<file path="src/rtl/caravel_clk_switch_ctrl_pkg.sv">
// Shared definitions for the clock-switch sequencer: state encodings (also used by
// housekeeping status readback) and default timing parameters.
package caravel_clk_switch_ctrl_pkg;

    localparam int unsigned LOCK_TIMEOUT_DEF  = 1000;
    localparam int unsigned SWITCH_CYCLES_DEF = 8;
    localparam int unsigned CNT_W_DEF         = 12;

    typedef logic [2:0] state_t;

    localparam state_t ST_EXT_RUN    = 3'd0;
    localparam state_t ST_PLL_START  = 3'd1;
    localparam state_t ST_PLL_SWITCH = 3'd2;
    localparam state_t ST_PLL_RUN    = 3'd3;
    localparam state_t ST_PLL_EXIT   = 3'd4;
    localparam state_t ST_PLL_STOP   = 3'd5;
    localparam state_t ST_ERROR      = 3'd6;

    // Settled states are the ones in which the sequencer is not mid-transition.
    function automatic logic state_is_settled(input state_t s);
        return (s == ST_EXT_RUN) || (s == ST_PLL_RUN) || (s == ST_ERROR);
    endfunction

endpackage

</file>
<file path="src/rtl/caravel_sync2.sv">
// Generic two-flop synchronizer for bringing asynchronous flags into a clock domain.
module caravel_sync2 #(
    parameter int unsigned W = 1
) (
    input  logic         i_clk,
    input  logic         i_reset,
    input  logic [W-1:0] i_d,
    output logic [W-1:0] o_q
);

    logic [W-1:0] r_meta;
    logic [W-1:0] r_sync;

    always_ff @(posedge i_clk) begin
        if (i_reset) begin
            r_meta <= '0;
            r_sync <= '0;
        end else begin
            r_meta <= i_d;
            r_sync <= r_meta;
        end
    end

    assign o_q = r_sync;

endmodule

</file>
<file path="src/rtl/caravel_clk_switch_ctrl.sv">
// Sequencer in front of the core clocking block: orders PLL enable, clock select and
// divider changes so dividers only move while running from the external clock.
module caravel_clk_switch_ctrl
    import caravel_clk_switch_ctrl_pkg::*;
#(
    parameter int unsigned LOCK_TIMEOUT  = LOCK_TIMEOUT_DEF,
    parameter int unsigned SWITCH_CYCLES = SWITCH_CYCLES_DEF,
    parameter int unsigned CNT_W         = CNT_W_DEF
) (
    input  logic       clk,
    input  logic       reset,
    input  logic       cfg_pll_en,
    input  logic [2:0] cfg_sel,
    input  logic [2:0] cfg_sel2,
    input  logic       cfg_apply,
    input  logic       err_clr,
    input  logic       pll_lock_async,
    output logic       pll_ena,
    output logic       ext_clk_sel,
    output logic [2:0] sel,
    output logic [2:0] sel2,
    output logic       busy,
    output logic       lock_err,
    output logic [2:0] state_o
);

    logic             w_lock_s;
    state_t           r_state;
    state_t           w_next;
    logic [CNT_W-1:0] r_cnt;
    logic             r_pending;
    logic             r_sh_pll_en;
    logic [2:0]       r_sh_sel;
    logic [2:0]       r_sh_sel2;
    logic [2:0]       r_sel;
    logic [2:0]       r_sel2;
    logic             r_pll_ena;
    logic             r_ext_clk_sel;
    logic             r_busy;
    logic             r_lock_err;
    logic             w_load_sel;
    logic             w_accept;
    logic             w_timeout;
    logic             w_switch_done;

    caravel_sync2 #(.W(1)) u_lock_sync (
        .i_clk   (clk),
        .i_reset (reset),
        .i_d     (pll_lock_async),
        .o_q     (w_lock_s)
    );

    assign w_timeout     = (r_cnt == CNT_W'(LOCK_TIMEOUT - 1));
    assign w_switch_done = (r_cnt == CNT_W'(SWITCH_CYCLES - 1));

    // A request arriving together with lock loss in PLL_RUN is dropped.
    assign w_accept = cfg_apply &&
                      ((r_state == ST_EXT_RUN) || ((r_state == ST_PLL_RUN) && w_lock_s));

    always_comb begin
        w_next     = r_state;
        w_load_sel = 1'b0;
        case (r_state)
            ST_EXT_RUN: begin
                if (r_pending) begin
                    w_load_sel = 1'b1;
                    if (r_sh_pll_en) w_next = ST_PLL_START;
                end
            end
            ST_PLL_START: begin
                if (w_lock_s)       w_next = ST_PLL_SWITCH;
                else if (w_timeout) w_next = ST_ERROR;
            end
            ST_PLL_SWITCH: begin
                if (!w_lock_s)          w_next = ST_ERROR;
                else if (w_switch_done) w_next = ST_PLL_RUN;
            end
            ST_PLL_RUN: begin
                if (!w_lock_s)      w_next = ST_ERROR;
                else if (r_pending) w_next = ST_PLL_EXIT;
            end
            ST_PLL_EXIT: begin
                if (w_switch_done) begin
                    w_load_sel = 1'b1;
                    w_next     = r_sh_pll_en ? ST_PLL_SWITCH : ST_PLL_STOP;
                end
            end
            ST_PLL_STOP: begin
                if (w_switch_done) w_next = ST_EXT_RUN;
            end
            ST_ERROR: begin
                if (err_clr) w_next = ST_EXT_RUN;
            end
            default: w_next = ST_EXT_RUN;
        endcase
    end

    // Outputs are decoded from the next state so they register alongside it.
    always_ff @(posedge clk) begin
        if (reset) begin
            r_state       <= ST_EXT_RUN;
            r_cnt         <= '0;
            r_pending     <= 1'b0;
            r_sh_pll_en   <= 1'b0;
            r_sh_sel      <= '0;
            r_sh_sel2     <= '0;
            r_sel         <= '0;
            r_sel2        <= '0;
            r_pll_ena     <= 1'b0;
            r_ext_clk_sel <= 1'b1;
            r_busy        <= 1'b0;
            r_lock_err    <= 1'b0;
        end else begin
            r_state <= w_next;
            r_cnt   <= (w_next != r_state) ? '0 : r_cnt + CNT_W'(1);

            if (w_next == ST_ERROR)  r_pending <= 1'b0;
            else if (w_accept)       r_pending <= 1'b1;
            else if (w_load_sel)     r_pending <= 1'b0;

            if (w_accept) begin
                r_sh_pll_en <= cfg_pll_en;
                r_sh_sel    <= cfg_sel;
                r_sh_sel2   <= cfg_sel2;
            end

            if (w_load_sel) begin
                r_sel  <= r_sh_sel;
                r_sel2 <= r_sh_sel2;
            end

            r_pll_ena     <= (w_next == ST_PLL_START) || (w_next == ST_PLL_SWITCH) ||
                             (w_next == ST_PLL_RUN)   || (w_next == ST_PLL_EXIT);
            r_ext_clk_sel <= !((w_next == ST_PLL_SWITCH) || (w_next == ST_PLL_RUN));
            r_busy        <= !state_is_settled(w_next);
            r_lock_err    <= (w_next == ST_ERROR);
        end
    end

    assign pll_ena     = r_pll_ena;
    assign ext_clk_sel = r_ext_clk_sel;
    assign sel         = r_sel;
    assign sel2        = r_sel2;
    assign busy        = r_busy;
    assign lock_err    = r_lock_err;
    assign state_o     = r_state;

endmodule

</file>
<file path="config.mk">
export PLATFORM = sky130hd
export DESIGN_NAME = caravel_clk_switch_ctrl
export DESIGN_NICKNAME = d
export VERILOG_FILES = /design/src/rtl/caravel_clk_switch_ctrl_pkg.sv /design/src/rtl/caravel_sync2.sv /design/src/rtl/caravel_clk_switch_ctrl.sv
export SDC_FILE = /design/constraint.sdc
export NUM_CORES = 1
export LEC_CHECK = 0
export ABC_AREA = 1
export CAP_MARGIN = 20
export CORE_MARGIN = 2
export CORE_UTILIZATION = 27
export CTS_BUF_LIST = sky130_fd_sc_hd__clkbuf_8
export DETAILED_ROUTE_END_ITERATION = 10
export PLACE_DENSITY = 0.42
export SLEW_MARGIN = 20
export SYNTH_ARGS = -nofsm -noshare
export SYNTH_HDL_FRONTEND = slang
export SYNTH_SLANG_ARGS = --single-unit
</file>
<file path="constraint.sdc">
create_clock -name clk -period 2.03 [get_ports clk]
set_input_delay 0.3045 -clock clk [delete_from_list [all_inputs] [get_ports clk]]
set_output_delay 0.3045 -clock clk [all_outputs]
set_load 0.02 [all_outputs]
</file>
==> flow_metrics.tcl, run 1 <==
set metrics [dict create \
    outcome "complete, no violations" \
    yosysTopAreaCellShare_pct 41.21 \
    num_antenna_cells 0 \
    syn-instance-count 232 \
    cts.sinks 35 \
    vias_per_cell 4.326 \
    cts_tree "yes" \
    die_y_um 83.36 \
    worstPathCellList "clkdlybuf4s50_1" \
    power_density_mw_per_mm2 679.0 \
    grt_start_max_net_pins 17 \
    rows 28 \
    cap_violations 0 \
    p_int_uw 1064 \
    clock_latency_ns 0.28 \
    cp_top_family "buffers and inverters" \
    drc_errors 0 \
    start_kind "register" \
    hold_class "register to register" \
    dp_cells 333 \
    synthFlopType "dfxtp_1" \
    fmax_mhz 552.7 \
    area_growth_pct 26.78 \
    vias 1475 \
    r2r_end "r_cnt[11]" \
    wl_um 3659 \
    finalClockSkew_ns 0.003335 \
    synth_area_leaders "dfxtp_1 41%, nor2_1 11%, nand2_1 9.3%" \
    finalHoldViolCount 0 \
    grtUsageMet2_pct 16.79 \
    htreeDepth 2 \
    worstMarginPinSlew_ns 0.4134 \
    first_pass_iters 6 \
    criticalPathCategory "register to primary output" \
    r2r_setup_slack_ns 0.24 \
    hold_start "u_lock_sync.r_meta" \
    fin_crit_ns 1.809 \
    irDropWorstVdd_v 0.0003166 \
    antenna_found_initial 0 \
    ys_top_cells_by_count "49 x nor2_1, 42 x nand2_1, 35 x dfxtp_1" \
    pin_count 25 \
    cts_made_buffers 5 \
    timing.rr.start "r_cnt[0]" \
    initialDrtViolationCount 92 \
    slew_violations 0 \
    startpoint "state_o[2]" \
    grt_pass1_vias 1417 \
    use_met1_pct 16.18 \
    synth.most_common_cell "nor2_1" \
    grtUsageTotal_pct 11.57 \
    synth_cell_types 26 \
    reg2regPathDepth 11 \
    netlist_area_sq_mm 0.001700 \
    dp_slack_ns 0.09705 \
    wl_per_cell_um 10.73 \
    synth-seq-cells 35 \
    arrival_ns 1.50 \
    grt_pass1_wl_um 6617 \
    worst_ep_required_time_ns 1.73 \
    synth_edf_count 0 \
    crit_buf_inv 1 \
    ctsHoldBuffers 0 \
    holdWs_ns 0.4187 \
    setup_viol 0 \
    power_frac_comb_pct 16.1 \
    finalWorstSetupSlack_ns 0.2208 \
    synth_warnings 0 \
    clk_path_buf_depth 2 \
    avgSynthCellArea_sq_um 7.329 \
    end_kind "primary output" \
    numPortBuffers 24 \
    cts-root-buf "clkbuf_8" \
    dp_hpwl_um 2768 \
    synth_top_area_cell "dfxtp_1" \
    p_seq_share_pct 51.8 \
    final_nets 278 \
    power.leakage_uw 0.0009084 \
    drive_above_1_share_pct 14.29 \
    die_x_um 83.36 \
    max_slew_margin_pct 72.41 \
    yosysSeqAreaShare_pct 41.21 \
    post-route-period-util_pct 89.13 \
    grt_overflow 0 \
    fin_cells 341 \
    pwr-share-clk_pct 32.1 \
    path_clk_slew_ns 0.07 \
    gp_congestion 0.7424 \
    critical_path_peak_fanout 8 \
    grt_most_used_layer "met2" \
    use_met3_pct 3.777 \
    swShare_pct 27.34 \
    critPathMaxStageDelay_ns 0.68 \
    ant_nets 0 \
    core-area_sq_mm 0.005991 \
    syn_nets 245 \
    worstHoldEndpoint "u_lock_sync.o_q" \
    power.switching_uw 400.3 \
    initial_core_util_pct 28.38 \
    fp.dieArea_sq_mm 0.006949 \
    synth-async-reset-ratio_pct 0 \
    cp_slowest_cell "clkdlybuf4s50_1" \
    hold_path_depth 2 \
]
[through the flow]
step | TNS [ns] | utilization (%) | total power (uW) | cell area [sq um]
2_1_floorplan | 0 | - | 914.2 | 1700
6_report | 0 | 35.99 | 1464 | 2156
3_5_place_dp | 0 | 34.36 | 1009 | 2058
4_1_cts | 0 | 35.71 | 1481 | 2140
3_3_place_gp | 0 | 34.36 | 1011 | 2058
5_1_grt | -0.0004825 | 35.99 | 1550 | 2156
[repair_timing]
item | in CTS | in global routing
setup buffers | 0 | 0
resized for setup | 0 | 4
setup endpoints to repair | 0 | 12
[cells in the final DEF (no fill, tap or decap)]
master	Yosys	layout
nand3b_1	1	1
inv_1	26	28
a21oi_1	3	3
nand2_1	42	42
buf_4	0	4
dfxtp_2	0	1
nand3_1	9	9
nor2_1	49	49
nor3_1	7	7
nand3_4	1	2
xor2_1	4	4
inv_4	1	1
inv_2	1	1
clkdlybuf4s50_1	0	24
nand4_1	3	3
clkbuf_8	0	5
dfxtp_1	35	34
clkinv_2	0	1
nor2_2	5	5
ha_2	0	1
nand2_4	0	1
nor3_2	10	10
xnor2_1	6	6
o22ai_1	1	1
o21ai_1	1	1
nand2_2	2	1
buf_12	0	1
and2_1	1	1
nand3_2	4	3
a21oi_2	1	1
o21ai_0	15	15
[flip-flops by register name, summed over array words and instances, names as in the netlist, 3 cells and up]
signal,count
r_cnt,12
sel,3
r_sh_sel2,3
r_sh_sel,3
sel2,3
state_o,3
[power by group through the flow]
stage | Sequential, uW | Clock, uW | Combinational [uW]
2_1_floorplan | 790 | 0 | 124
3_3_place_gp | 774 | 0 | 237
3_5_place_dp | 773 | 0 | 236
4_1_cts | 758 | 487 | 237
5_1_grt | 765 | 520 | 264
6_report | 759 | 469 | 236
[worst register-to-register path, stage by stage, from the launching register on]
cell and delay [ns]:
dfxtp_2 0.35, ha_2 0.21, nand3_2 0.14, nor2_2 0.15, nand2_1 0.09, nand3_2 0.07
nand2_1 0.06, nor2_2 0.11, nand2_2 0.08, nand2_1 0.11, nand2_4 0.14, nor3_1 0.20
[how the worst max path moves through the flow]
| stage | end | cells past startpoint | slack (ns) |
|---|---|---|---|
| finish | state_o[2] | 1 | 0.22 |
| global route | r_cnt[1] | 12 | -0.0005 |
| CTS | r_cnt[11] | 11 | 0.09 |
| detailed placement | r_cnt[10] | 11 | 0.1 |
| global placement | r_cnt[1] | 10 | 0.13 |
| floorplan | r_cnt[5] | 12 | 0.37 |
[routing by layer]
metal	share of wire [%]	vias up
met1	53	645
met5	0	-
met4	0.66	0
met3	5.2	2
met2	42	34
li1	-	794
[kinds of logic (layout without fill, tap and decap cells)]
kind of cell    Yosys count  count (layout)  share of synthesized area (%)
simple gates            134             134                          38.56
buf+inv                  31              65                          7.873
flops                    35              35                          41.21
fa+ha+maj                 1               1                         0.7357
compound gates           21              21                          6.475
xor+xnor                 10              10                          5.151
[final cells by class]
type	instances	area, sq um
clock buffer	5	68.82
clock inverter	3	12.51
fill	622	3835
inverter	28	107.6
multi-input combinational	166	880.8
sequential	35	701.9
tap	75	93.84
timing repair buffer	29	290.3
(Power assumes the default switching activity.)
==> run 2, diff against run 1 <==
CORE_MARGIN = unset   (was 2)
==> flow_metrics.tcl, run 2 (synthesized netlist as in run 1, its figures left out) <==
set metrics [dict create \
    outcome "complete, no violations" \
    power_density_mw_per_mm2 787.8 \
    mostFrequentLayoutCell "nor2_1" \
    rows 28 \
    clk_path_buf_depth 2 \
    startpoint "r_cnt[1]" \
    initial_core_util_pct 28.38 \
    max_slew_margin_pct 72.51 \
    slew_violations 0 \
    setup_viol 0 \
    die_y_um 81.36 \
    grt_overflow 0 \
    grtUsageTotal_pct 12.99 \
    grt_pass1_vias 1392 \
    cts.sinks 35 \
    cap_violations 0 \
    area_growth_pct 30.39 \
    drive_above_1_share_pct 14.98 \
    nFillCells 631 \
    worstPathCellList "ha_4 > nand3_2 > nor2_2 > nand2_1 > nand3_2 > nand2_1 > inv_1 > nand2_1 > nand2_1 > nand3_2 > buf_12 > nor3_2" \
    timing.rr.start "r_cnt[1]" \
    num_antenna_cells 0 \
    first_pass_iters 4 \
    vias_per_cell 4.354 \
    start_kind "register" \
    clock_latency_ns 0.29 \
    worst_ep_required_time_ns 2.24 \
    ant_nets 0 \
    cts_made_buffers 5 \
    grt_start_max_net_pins 17 \
    crit_path_frequent_cell "nand2_1" \
    pin_count 25 \
    initialDrtViolationCount 74 \
    largest_register "r_cnt" \
    cts_tree "yes" \
    post-cts-setup-buffers 0 \
    final_nets 279 \
    irDropWorstVdd_v 0.0002562 \
    cp_slowest_cell "dfxtp_1" \
    rsz0062_at_grt "no" \
    fin_crit_ns 1.813 \
    end_kind "register" \
    gp_congestion 0.7964 \
    power.leakage_uw 0.0009328 \
    post-route-period-util_pct 89.30 \
    numPortBuffers 24 \
    fmax_mhz 551.6 \
    hold_start "u_lock_sync.r_meta" \
    worstMarginPinSlew_ns 0.4119 \
    critical_path_peak_fanout 9 \
    critPathMaxStageDelay_ns 0.39 \
    dp_hpwl_um 2828 \
    die_x_um 81.36 \
    wl_per_cell_um 11.02 \
    drc_errors 0 \
    fp.dieArea_sq_mm 0.006619 \
    path_clk_slew_ns 0.08 \
    final_core_util_pct 37.01 \
    finalClockSkew_ns 0.007427 \
    hold_class "register to register" \
    cts-root-buf "clkbuf_8" \
    arrival_ns 2.02 \
    ctsHoldBuffers 0 \
    largest_reg_flops 12 \
    grt_pass1_wl_um 6430 \
    htreeDepth 2 \
    core-area_sq_mm 0.005991 \
    finalHoldViolCount 0 \
    vias 1489 \
    final_cell_mix "49 x nor2_1, 42 x nand2_1, 34 x dfxtp_1" \
    fin_tns_setup_ns 0 \
    antenna_found_initial 0 \
    wl_um 3768 \
    criticalPathCategory "register to register" \
]
run 2: worst max-delay path, delay by kind of cell, from the launching register on:
kind          cells  cell delay, ns
fa+ha+maj         1            0.17
buf+inv           2            0.30
simple gates      9            0.87
flops             1            0.39
run 2: layout make-up:
| class | count | area (sq um) | area share [%] |
|---|---|---|---|
| Inverter | 28 | 107.6 | 4.853 |
| Timing Repair Buffer | 30 | 297.8 | 13.43 |
| Clock inverter | 3 | 63.81 | 2.878 |
| Sequential cell | 35 | 701.9 | 31.66 |
| Tap cell | 75 | 93.84 | 4.232 |
| Clock buffer | 5 | 68.82 | 3.104 |
| Multi-Input combinational cell | 166 | 883.3 | 39.84 |
run 2: layer usage:
| metal | global-route usage [%] | part of all wire, % |
|---|---|---|
| met1 | 18.01 | 53 |
| met2 | 18.67 | 42 |
| met3 | 3.933 | 3.9 |
| met4 | 4.821 | 1.3 |
| met5 | 0 | 0 |
run 2: timing repair:
action	4_1_cts	5_1_grt
endpoints found under the hold margin	0	0
endpoints found under the setup margin	0	12
resized for setup	0	4
run 2: path summary, 6_finish.rpt:
check | endpoint | slack [ns] | depth (start not counted)
min | u_lock_sync.o_q | 0.41 | 2
max reg2reg | r_cnt[0] | 0.22 | 12
min reg2reg | u_lock_sync.o_q | 0.41 | 2
max | r_cnt[0] | 0.22 | 12
run 2: power by group:
| part | internal [uW] | switching, uW | total, uW |
|---|---|---|---|
| logic | 104 | 134 | 238 |
| clock network | 486 | 260 | 747 |
| registers | 730 | 31.7 | 762 |
run 2: per-stage QoR:
step           instance area [sq um]  hold WS (ns)  total power (uW)  instances  worst slack [ns]
3_5_place_dp                    2066        0.4043              1009        334            0.1033
4_1_cts                         2198        0.4150              1770        342           0.06072
6_report                        2217        0.4098              1747        342            0.2171
5_1_grt                         2217        0.4502              1831        342           0.02478
2_1_floorplan                   1700        0.3757             914.2        232            0.3668
3_3_place_gp                    2066        0.3904              1011        334            0.1074
==> run 3, diff against run 2 <==
HOLD_SLACK_MARGIN = 0.15   (was unset)
==> results of run 3 <==
Same layout as run 2: the final DEF is identical, and so are final timing and power.
